<file path="src/rtl/mem_port_arbiter.sv">
// mem_port_arbiter: shares one single-port memory between fetch and data
// stages, one access at a time, with a fixed-latency wait counter.
module mem_port_arbiter #(
   parameter int ADDR_WIDTH  = 32,
   parameter int DATA_WIDTH  = 32,
   parameter int MEM_LATENCY = 2
) (
   input  logic                  clk,
   input  logic                  rst,
   input  logic                  if_req,
   input  logic [ADDR_WIDTH-1:0] if_addr,
   output logic [DATA_WIDTH-1:0] if_rdata,
   output logic                  if_valid,
   input  logic                  d_req,
   input  logic                  d_we,
   input  logic [ADDR_WIDTH-1:0] d_addr,
   input  logic [DATA_WIDTH-1:0] d_wdata,
   output logic [DATA_WIDTH-1:0] d_rdata,
   output logic                  d_valid,
   output logic                  mem_en,
   output logic                  mem_we,
   output logic [ADDR_WIDTH-1:0] mem_addr,
   output logic [DATA_WIDTH-1:0] mem_wdata,
   input  logic [DATA_WIDTH-1:0] mem_rdata,
   output logic                  stall_f,
   output logic                  stall_m
);
   localparam int CW = $clog2(MEM_LATENCY + 1);

   typedef enum logic [1:0] {IDLE, ISSUE, WAIT, DONE} state_t;

   state_t        state;
   state_t        state_nxt;
   logic [CW-1:0] cnt;
   logic          gnt_d;
   logic          pick_d;
   logic          pick_i;
   logic          last_cyc;
   logic          grant;
   logic          load_cnt;
   logic          capture;

   // gnt_d doubles as last_grant: a tie goes to the port not served last
   assign pick_d   = d_req & (~if_req | ~gnt_d);
   assign pick_i   = if_req & ~pick_d;
   assign last_cyc = (cnt == CW'(1));

   assign stall_f = if_req & ~if_valid;
   assign stall_m = d_req & ~d_valid;

   always_ff @(posedge clk or posedge rst) begin
      if (rst) state <= IDLE;
      else     state <= state_nxt;
   end

   always_comb begin
      state_nxt = state;
      unique case (state)
         IDLE:    if (pick_d | pick_i) state_nxt = ISSUE;
         ISSUE:   state_nxt = WAIT;
         WAIT:    if (last_cyc) state_nxt = DONE;
         DONE:    state_nxt = IDLE;
         default: state_nxt = IDLE;
      endcase
   end

   always_comb begin
      grant    = 1'b0;
      load_cnt = 1'b0;
      capture  = 1'b0;
      unique case (state)
         IDLE:    grant    = pick_d | pick_i;
         ISSUE:   load_cnt = 1'b1;
         WAIT:    capture  = last_cyc;
         default: ;
      endcase
   end

   always_ff @(posedge clk or posedge rst) begin
      if (rst) begin
         cnt       <= '0;
         gnt_d     <= 1'b0;
         mem_en    <= 1'b0;
         mem_we    <= 1'b0;
         mem_addr  <= '0;
         mem_wdata <= '0;
         if_rdata  <= '0;
         d_rdata   <= '0;
         if_valid  <= 1'b0;
         d_valid   <= 1'b0;
      end else begin
         mem_en   <= grant;
         if_valid <= capture & ~gnt_d;
         d_valid  <= capture & gnt_d;
         if (grant) begin
            gnt_d    <= pick_d;
            mem_we   <= pick_d & d_we;
            mem_addr <= pick_d ? d_addr : if_addr;
            if (pick_d) mem_wdata <= d_wdata;
         end
         if (load_cnt)           cnt <= CW'(MEM_LATENCY);
         else if (state == WAIT) cnt <= cnt - 1'b1;
         // stores leave both read-data registers untouched
         if (capture && !mem_we) begin
            if (gnt_d) d_rdata  <= mem_rdata;
            else       if_rdata <= mem_rdata;
         end
      end
   end

endmodule

</file>
<file path="config.mk">
export PLATFORM = sky130hd
export DESIGN_NAME = mem_port_arbiter
export DESIGN_NICKNAME = d
export VERILOG_FILES = /design/src/rtl/mem_port_arbiter.sv
export SDC_FILE = /design/constraint.sdc
export NUM_CORES = 1
export LEC_CHECK = 0
export CELL_PAD_IN_SITES_DETAIL_PLACEMENT = 1
export CELL_PAD_IN_SITES_GLOBAL_PLACEMENT = 2
export CORE_UTILIZATION = 25
export CTS_CLUSTER_DIAMETER = 40
export DETAILED_ROUTE_END_ITERATION = 8
export PLACE_DENSITY = 0.87
export SYNTH_ARGS = -nofsm -noshare
export SYNTH_HDL_FRONTEND = slang
export SYNTH_SLANG_ARGS = --single-unit
</file>
<file path="constraint.sdc">
create_clock -name clk -period 6.4 [get_ports clk]
set_input_delay 1.28 -clock clk [delete_from_list [all_inputs] [get_ports clk]]
set_output_delay 1.28 -clock clk [all_outputs]
set_load 0.05 [all_outputs]
</file>
==> results.py <==
metrics = {
    "cells_and_area": {
        "multiInputGateArea_sq_mm": 0.00197,
        "nets": 821,
        "n_fill_cell": 2321,
        "final_area_sq_mm": 0.00906,
        "finish.utilization_pct": 41.6,
        "drive_gt1_share_pct": 20.1,
        "area_delta_synth_final_pct": 63.7,
        "regArea_sq_mm": 0.00343,
        "final_cells": 977,
        "antenna_cells": 0,
    },
    "critical_path": {
        "rr_worst_depth": 4,
        "start_kind": "primary input",
        "crit_cells": 3,
        "cp.required_ns": 5.12,
        "crit_start": "if_req",
        "crit_path_frequent_cell": "clkdlybuf4s50_1",
        "crit_arrival_ns": 2.88,
        "end_kind": "output port",
        "reg2reg_to": "mem_wdata[29]",
        "worstReg2RegStart": "gnt_d",
        "endpoint": "stall_f",
        "ff2ff_setup_slack_ns": 4.21,
        "critPathKind": "in2out",
        "slowest_stage": "clkdlybuf4s50_1",
        "max_stage_delay_ns": 0.83,
        "crit_chain": "clkdlybuf4s50_1, nor2b_1, clkdlybuf4s50_1",
        "crit_buf_inv": 2,
        "critPathTopFamily": "buffers and inverters",
        "worstPathMaxFanout": 5,
    },
    "global_route": {
        "grt-busiest-layer": "met2",
        "grt_max_degree": 82,
        "grtUsageTotal_pct": 14.5,
        "antenna_found_initial": 0,
        "overflow": 0,
        "grt_pass1_vias": 4521,
        "grtUsageMet1_pct": 16.8,
        "grt_use_met2_pct": 24.7,
        "grt_util_met3_pct": 5.45,
        "grt_pass1_wl_mm": 25.0,
    },
    "floorplanning": {
        "die_h_um": 151,
        "rows": 54,
        "core_sq_mm": 0.0218,
        "fp.dieW_um": 151,
        "dieArea_sq_mm": 0.0227,
        "ios": 267,
        "start_util_pct": 25.4,
    },
    "placement": {
        "io_buffers": 266,
        "gp_congestion": 0.710,
        "pre_cts_slack_ns": 2.23,
        "dpl_cell_area_sq_mm": 0.00848,
        "dp_cells": 945,
        "dp_hpwl_mm": 11.4,
    },
    "run_status": {
        "outcome": "finished, final reports clean",
    },
    "cts": {
        "root_buffer": "clkbuf_16",
        "clk-insertion-delay-late_ns": 0.42,
        "htreeDepth": 4,
        "cts.sinks": 137,
        "cts_hold_buf": 0,
        "cts_tree": "yes",
        "clock_path_buffers": 2,
        "post_cts_buffers": 0,
        "clkTransAtPathRegs_ns": 0.06,
        "cts_resized": 0,
        "numCtsBuffers": 17,
    },
    "route": {
        "ant_nets": 0,
        "drtPass1Iterations": 4,
        "wire_per_inst_um": 16.6,
        "wl_mm": 16.2,
        "vias": 4272,
        "viasPerCell": 4.37,
        "drc": 0,
        "drt-initial-drc-count": 130,
    },
    "yosys": {
        "ys_types": 23,
        "ys_ff_latch": 137,
        "syn_nets": 553,
        "syn_area_sq_mm": 0.00553,
        "ys_seq_area_share_pct": 61.9,
        "synthFlopType": "dfrtp_1",
        "ys_top_cells_by_count": "dfrtp_1 (137), mux2_2 (66), nand2_1 (65)",
        "yosysMostFrequentCell": "dfrtp_1",
        "synth-edff-count": 0,
        "synth_top_area_cell": "dfrtp_1",
        "netlist_instances": 416,
        "avgSynthCellArea_sq_um": 13.3,
        "synth_top_area_share_pct": 61.9,
        "yosys-top-cells-area": "dfrtp_1 (62%), mux2_2 (13%), mux2_4 (8.1%), nand2_1 (4.4%), a31oi_1 (3.6%)",
        "ys_warn_count": 0,
        "async_flop_share_pct": 100,
    },
    "sta": {
        "worst_clock_skew_ns": 0.00649,
        "worst_pin_slew_ns": 0.790,
        "final.period_utilization_pct": 65.0,
        "finalSetupViolCount": 0,
        "layout_setup_ws_ns": 2.24,
        "fmax_mhz": 240,
        "finalHoldViolCount": 0,
        "maxSlewViolCount": 0,
        "fin_setup_tns_ns": 0,
        "fin_crit_ns": 4.16,
        "rsz0062_at_grt": "no",
        "relSlewSlack_pct": 47.2,
    },
    "power": {
        "p_leak_nw": 3.87,
        "switching_share_pct": 47.2,
        "power.share.sequential_pct": 26.5,
        "ir_drop_v": 0.000221,
        "p_clk_share_pct": 16.9,
        "p_comb_share_pct": 56.5,
        "p_int_mw": 3.08,
        "p_switching_mw": 2.74,
        "p_per_area_mw_per_mm2": 642,
    },
    "job": {
        "drv_cap": 0,
    },
    "hold_path": {
        "min_path_type": "reg2reg",
    },
}
[layer usage]
layer | share of wire, % | vias to the layer above
met4 | 1.2 | 0
met3 | 8.9 | 15
met5 | 0 | -
met2 | 49 | 171
met1 | 41 | 2124
li1 | - | 1962
[worst register-to-register path, cell delays in order, from the launching register on]
cell and delay (ns):
dfrtp_1 0.48, a21boi_4 0.16, buf_4 0.40, nand2_2 0.56, mux2_2 0.48
[how the worst min path moves through the flow]
stage,from,cells after the start,slack [ns],endpoint
2_1_floorplan,state[0],1,0.50,state[0]
3_3_place_gp,if_rdata[24],1,0.48,if_rdata[24]
3_5_place_dp,if_rdata[25],1,0.48,if_rdata[25]
4_1_cts,if_rdata[25],1,0.50,if_rdata[25]
5_1_grt,if_rdata[25],1,0.51,if_rdata[25]
6_report,if_rdata[25],1,0.49,if_rdata[25]
[power groups by stage]
| stage | Sequential (mW) | Clock [mW] | Combinational (mW) |
|---|---|---|---|
| global route | 1.61 | 1.05 | 3.45 |
| detailed placement | 1.56 | 0 | 3.32 |
| floorplan | 3.00 | 0 | 0.728 |
| global placement | 1.54 | 0 | 3.28 |
| finish | 1.54 | 0.986 | 3.29 |
| CTS | 1.55 | 1.02 | 3.33 |
[layout by cell type, fill, tap and decap left out, drive strengths merged]
cell           synthesis  routed
clkdlybuf4s50          0     266
dfrtp                137     137
mux2                  98      98
nand2                 67      67
nor2                  35      35
a31oi                 32      32
clkbuf                 8      17
inv                    6      14
buf                   14       5
o21ai                  4       4
ha                     4       4
nor2b                  3       3
clkinv                 0       3
clkinvlp               0       3
a21boi                 1       1
o21a                   1       1
a21bo                  1       1
and3                   1       1
nor3                   1       1
nand3                  1       1
a21oi                  1       1
o22a                   1       1
bufinv                 0       1
[state kept, by name, summed over array words and instances (netlist names)]
register and flops:
mem_wdata 32, if_rdata 32, d_rdata 32, mem_en 1, if_valid 1, d_valid 1, state 2, cnt 2
mem_we 1, gnt_d 1, mem_addr 32
[cells by family (layout without fill, tap and decap cells)]
family | Yosys count | in the layout | share of synthesized area (%)
mux | 98 | 98 | 22.0
flops | 137 | 137 | 61.9
buf+inv | 28 | 309 | 2.55
simple gates | 108 | 108 | 7.73
compound gates | 41 | 41 | 4.88
fa+ha+maj | 4 | 4 | 0.904
[final cells by class]
class | instances | share of cell area, %
Timing Repair Buffer | 271 | 29.8
Inverter | 6 | 0.304
Clock inverter | 15 | 1.73
Clock buffer | 17 | 4.70
Tap cell | 280 | 3.87
Sequential cell | 137 | 37.8
Multi-Input combinational cell | 251 | 21.8
[stage by stage]
step                power (mW)  hold slack, ns
floorplan                 3.73           0.503
global placement          4.82           0.477
detailed placement        4.89           0.478
CTS                       5.90           0.498
global route              6.11           0.509
finish                    5.82           0.491
Note: power is estimated with default switching activity, not from simulation.
